File: src/rtl/spram_ctrl.sv
// spram_ctrl: valid/ready request front end that owns the port timing of one single-port RAM (registered q).
// Define SPRAM_CTRL_VERIFY_EN to add write read-back verification (verr / verr_addr ports).
module spram_ctrl #(
    parameter int DATA_WIDTH = 8,
    parameter int ADDR_WIDTH = 6,
    parameter int CNT_WIDTH  = 16
) (
    input  logic                  clk,
    input  logic                  rst,
    input  logic                  req_valid,
    output logic                  req_ready,
    input  logic                  req_we,
    input  logic [ADDR_WIDTH-1:0] req_addr,
    input  logic [DATA_WIDTH-1:0] req_wdata,
    output logic                  rsp_valid,
    input  logic                  rsp_ready,
    output logic [DATA_WIDTH-1:0] rsp_data,
    output logic [DATA_WIDTH-1:0] ram_data,
    output logic [ADDR_WIDTH-1:0] ram_addr,
    output logic                  ram_enable,
    input  logic [DATA_WIDTH-1:0] ram_q,
`ifdef SPRAM_CTRL_VERIFY_EN
    output logic                  verr,
    output logic [ADDR_WIDTH-1:0] verr_addr,
`endif
    output logic [CNT_WIDTH-1:0]  wr_cnt,
    output logic [CNT_WIDTH-1:0]  rd_cnt
);

    typedef enum logic [2:0] {
        IDLE     = 3'd0,
        RD_ISSUE = 3'd1,
        RD_CAP   = 3'd2,
        RSP      = 3'd3
`ifdef SPRAM_CTRL_VERIFY_EN
        ,
        WV_ISSUE = 3'd4,
        WV_CAP   = 3'd5
`endif
    } state_t;

    state_t state, state_nxt;
    logic   wr_acc, rd_acc, rsp_hs;

    always_ff @(posedge clk) begin
        // NOTE: sequential state uses non-blocking (<=) so every register samples pre-edge values.
        if (rst) state <= IDLE;
        else     state <= state_nxt;
    end

    always_comb begin
        // NOTE: every output of this block gets a default first, so no path infers a latch.
        state_nxt = state;
        req_ready = 1'b0;
        wr_acc    = 1'b0;
        rd_acc    = 1'b0;
        rsp_hs    = 1'b0;
        case (state)
            IDLE: begin
                // Not ready while reset is asserted, so nothing is accepted in the reset cycle.
                req_ready = !rst;
                if (req_valid && !rst) begin
                    if (req_we) begin
                        wr_acc = 1'b1;
`ifdef SPRAM_CTRL_VERIFY_EN
                        state_nxt = WV_ISSUE;
`endif
                    end else begin
                        rd_acc    = 1'b1;
                        state_nxt = RD_ISSUE;
                    end
                end
            end
            RD_ISSUE: state_nxt = RD_CAP;
            RD_CAP:   state_nxt = RSP;
            RSP: begin
                if (rsp_ready) begin
                    rsp_hs    = 1'b1;
                    state_nxt = IDLE;
                end
            end
`ifdef SPRAM_CTRL_VERIFY_EN
            WV_ISSUE: state_nxt = WV_CAP;
            WV_CAP:   state_nxt = IDLE;
`endif
            default:  state_nxt = IDLE;
        endcase
    end

    always_ff @(posedge clk) begin
        if (rst) begin
            ram_addr   <= '0;
            ram_data   <= '0;
            ram_enable <= 1'b0;
            rsp_valid  <= 1'b0;
            rsp_data   <= '0;
            wr_cnt     <= '0;
            rd_cnt     <= '0;
        end else begin
            // Enable is a single-cycle strobe: high only in the cycle after a write accept.
            ram_enable <= 1'b0;
            if (wr_acc) begin
                ram_addr   <= req_addr;
                ram_data   <= req_wdata;
                ram_enable <= 1'b1;
                wr_cnt     <= wr_cnt + CNT_WIDTH'(1);
            end
            if (rd_acc) ram_addr <= req_addr;
            if (state == RD_CAP) begin
                rsp_data  <= ram_q;
                rsp_valid <= 1'b1;
            end
            if (rsp_hs) begin
                rsp_valid <= 1'b0;
                rd_cnt    <= rd_cnt + CNT_WIDTH'(1);
            end
        end
    end

`ifdef SPRAM_CTRL_VERIFY_EN
    // The read-back issued while in WV_CAP lands on ram_q one edge later, so the compare is
    // deferred by a cycle; ram_addr/ram_data still hold the verified write at that point.
    logic v_pending;

    always_ff @(posedge clk) begin
        if (rst) begin
            v_pending <= 1'b0;
            verr      <= 1'b0;
            verr_addr <= '0;
        end else begin
            v_pending <= (state == WV_CAP);
            if (v_pending && (ram_q != ram_data) && !verr) begin
                verr      <= 1'b1;
                verr_addr <= ram_addr;
            end
        end
    end
`endif

endmodule

File: config.mk
export PLATFORM = sky130hd
export DESIGN_NAME = spram_ctrl
export DESIGN_NICKNAME = d
export VERILOG_FILES = /design/src/rtl/spram_ctrl.sv
export SDC_FILE = /design/constraint.sdc
export NUM_CORES = 1
export LEC_CHECK = 0
export CAP_MARGIN = 20
export CELL_PAD_IN_SITES_DETAIL_PLACEMENT = 1
export CELL_PAD_IN_SITES_GLOBAL_PLACEMENT = 1
export CORE_ASPECT_RATIO = 0.6
export CORE_MARGIN = 3
export CORE_UTILIZATION = 36
export DETAILED_ROUTE_END_ITERATION = 6
export GPL_ROUTABILITY_DRIVEN = 0
export PLACE_DENSITY = 0.82
export RECOVER_POWER = 100
export SLEW_MARGIN = 0
export SYNTH_ARGS = -nofsm -noshare
export SYNTH_HDL_FRONTEND = slang
export SYNTH_SLANG_ARGS = --single-unit
File: constraint.sdc
create_clock -name clk -period 3.7 [get_ports clk]
set_input_delay 0.555 -clock clk [delete_from_list [all_inputs] [get_ports clk]]
set_output_delay 0.555 -clock clk [all_outputs]
set_load 0.005 [all_outputs]
==> flow_metrics.tcl <==
set metrics [dict create \
    status "completed" \
    io_pins 84 \
    ys_warn_count 0 \
    clock-root-buffer "clkbuf_16" \
    rows 22 \
    fill_cells 742 \
    final_cell_area_mm2 0.003632 \
    fin_crit_sh_pct 79.64 \
    combPwrFrac_pct 6.3 \
    max_cap_viol_count 0 \
    synth.most_common_cell "dfxtp_1" \
    grt_pass1_vias 2392 \
    criticalPathCategory "primary input to register" \
    clock_skew_ns 0.004335 \
    dp_hpwl_um 5114 \
    netlist_instances 277 \
    cts_tree "built" \
    whs_ns 0.4620 \
    min_path_type "register to register" \
    cp.required_ns 3.91 \
    dpl_cell_area_mm2 0.003392 \
    grt_max_degree 45 \
    drt-pass1-iter-count 4 \
    synthesis.nets 309 \
    p_seq_share_pct 41.7 \
    drc 0 \
    synthArstFlopShare_pct 0 \
    cts_repair_resize_count 0 \
    dpl.cell_count 433 \
    tightest_slew_ns 1.050 \
    final_core_util_pct 56.63 \
    io_buffers 83 \
    crit_arrival_ns 3.15 \
    start_kind "primary input" \
    fmax_mhz 339.4 \
    n_antenna_cell 0 \
    setup_viol 0 \
    floorplan.die_area_mm2 0.008035 \
    peakVddDrop_v 0.0002975 \
    avgRoutedWirePerCell_um 16.16 \
    grt_pass1_wl_um 12120 \
    p_sw_uw 338.0 \
    leakagePower_uw 0.001521 \
    synth-seq-area-share_pct 46.31 \
    yosys_register_bits 58 \
    clkPwrFrac_pct 52.0 \
    synth.top_cell.area_share_pct 46.31 \
    clk_latency_ns 0.33 \
    drive_above_1_share_pct 6.575 \
    power_density_mw_per_mm2 424.9 \
    netlist_area_mm2 0.002507 \
    regArea_mm2 0.001161 \
    slew_headroom_pct 30.01 \
    netSwitchingFraction_pct 21.90 \
    avgSynthCellArea_um2 9.052 \
    critPathCaptureType "register" \
    grt_overflow 0 \
    area_growth_pct 44.86 \
    synth_edf_count 0 \
    ys_types 38 \
    routed_wl_um 7258 \
    cts_setup_buffers 0 \
    p_int_uw 1205 \
    yosys-top-cells-count "dfxtp_1, nor2_1, nand2_1" \
    die_w_um 113.7 \
    rsz0062_at_grt "false" \
    drv_slew 0 \
    finalWorstPathRequiredPeriod_ns 2.947 \
    clk_pin_slew_ns 0.05 \
    tns_ns 0 \
    core_region_area_mm2 0.006414 \
    vias_per_cell 5.062 \
    final_cells 449 \
    fin_nets 392 \
    hold_violations 0 \
    yosysTopAreaCell "dfxtp_1" \
    cts_max_level 3 \
    multi_input_area_mm2 0.001219 \
    crit_fanout 14 \
    hold_buffers 0 \
    vias 2273 \
    fp.dieH_um 70.65 \
    drtIter0Drc 105 \
    grt_antenna_before_repair 0 \
    ys_top_cells_by_area "dfxtp_1, nor2_1, nand2_1" \
    grt_use_total_pct 19.15 \
    cts.sinks 58 \
    cts_buffer_depth 2 \
    cts_buffers 9 \
    ant_nets 0 \
    start_util_pct 39.09 \
    synthFlopType "dfxtp_1" \
]
## power groups by stage
stage          combinational (uW)  sequential, uW  clock (uW)
3_3_place_gp                  102             656           0
4_1_cts                       106             643         823
6_report                     97.8             643         802
2_1_floorplan                43.1             656           0
3_5_place_dp                  104             656           0
5_1_grt                       107             644         851
## stage by stage
step	total power (uW)	setup WS (ns)
global placement	757.5	1.124
floorplan	699.1	1.764
global route	1602	0.5504
detailed placement	760.6	1.064
CTS	1572	1.139
finish	1543	0.7534
## cells in the final DEF (no fill, tap or decap), types with 5 or more instances in the layout
| cell | n |
|---|---|
| a21oi_1 | 21 |
| nand4_1 | 7 |
| xnor2_1 | 11 |
| inv_1 | 8 |
| clkbuf_16 | 9 |
| nor2_1 | 43 |
| mux2i_1 | 9 |
| nand3_1 | 14 |
| dlygate4sd3_1 | 59 |
| dfxtp_1 | 58 |
| nand2_1 | 34 |
| xor2_1 | 9 |
| ha_1 | 5 |
| clkdlybuf4s50_1 | 23 |
## layer usage
layer | track usage (%) | up-vias | wire [um]
met5 | 0 | - | 0
met1 | 24.56 | 1083 | 3425
met3 | 8.120 | 6 | 604
li1 | - | 1102 | -
met2 | 29.35 | 82 | 3181
met4 | 5.867 | 0 | 46
## worst paths after layout
| path | from | cells after the start | to | slack, ns |
|---|---|---|---|---|
| max | req_valid | 5 | wr_cnt[13] | 0.75 |
| min | ram_data[6] | 2 | ram_data[6] | 0.46 |
| max reg2reg | state[0] | 6 | wr_cnt[13] | 0.85 |
| min reg2reg | ram_data[6] | 2 | ram_data[6] | 0.46 |
## sequential cells by signal, summed over array words and instances, names as in the netlist
name	flops
ram_data	8
rsp_valid	1
rd_cnt	16
ram_addr	6
wr_cnt	16
rsp_data	8
state	2
ram_enable	1
## worst max-delay path: stages
cell,delay [ns]
dlygate4sd3_1,0.74
nand4b_1,0.59
nor4_1,0.74
and2b_1,0.22
mux2_1,0.32
## cell type report
type | instances | share of cell area [%]
Clock inverter | 5 | 1.516
Inverter | 8 | 0.8267
Clock buffer | 11 | 6.407
Tap cell | 84 | 2.894
Timing Repair Buffer | 84 | 22.84
Sequential cell | 58 | 31.97
Multi-Input combinational cell | 199 | 33.55
## logic make-up after synthesis
family	after synthesis	share of synthesized area, %
AOI/OAI and AO/OA	29	6.238
xor gates and xnor gates	20	6.986
adders and majority gates	5	2.495
buffers and inverters	20	3.344
DFF	58	46.31
muxes	15	6.587
and+or+nand+nor	130	28.04
No activity file was read; power rests on OpenSTA's default activity.
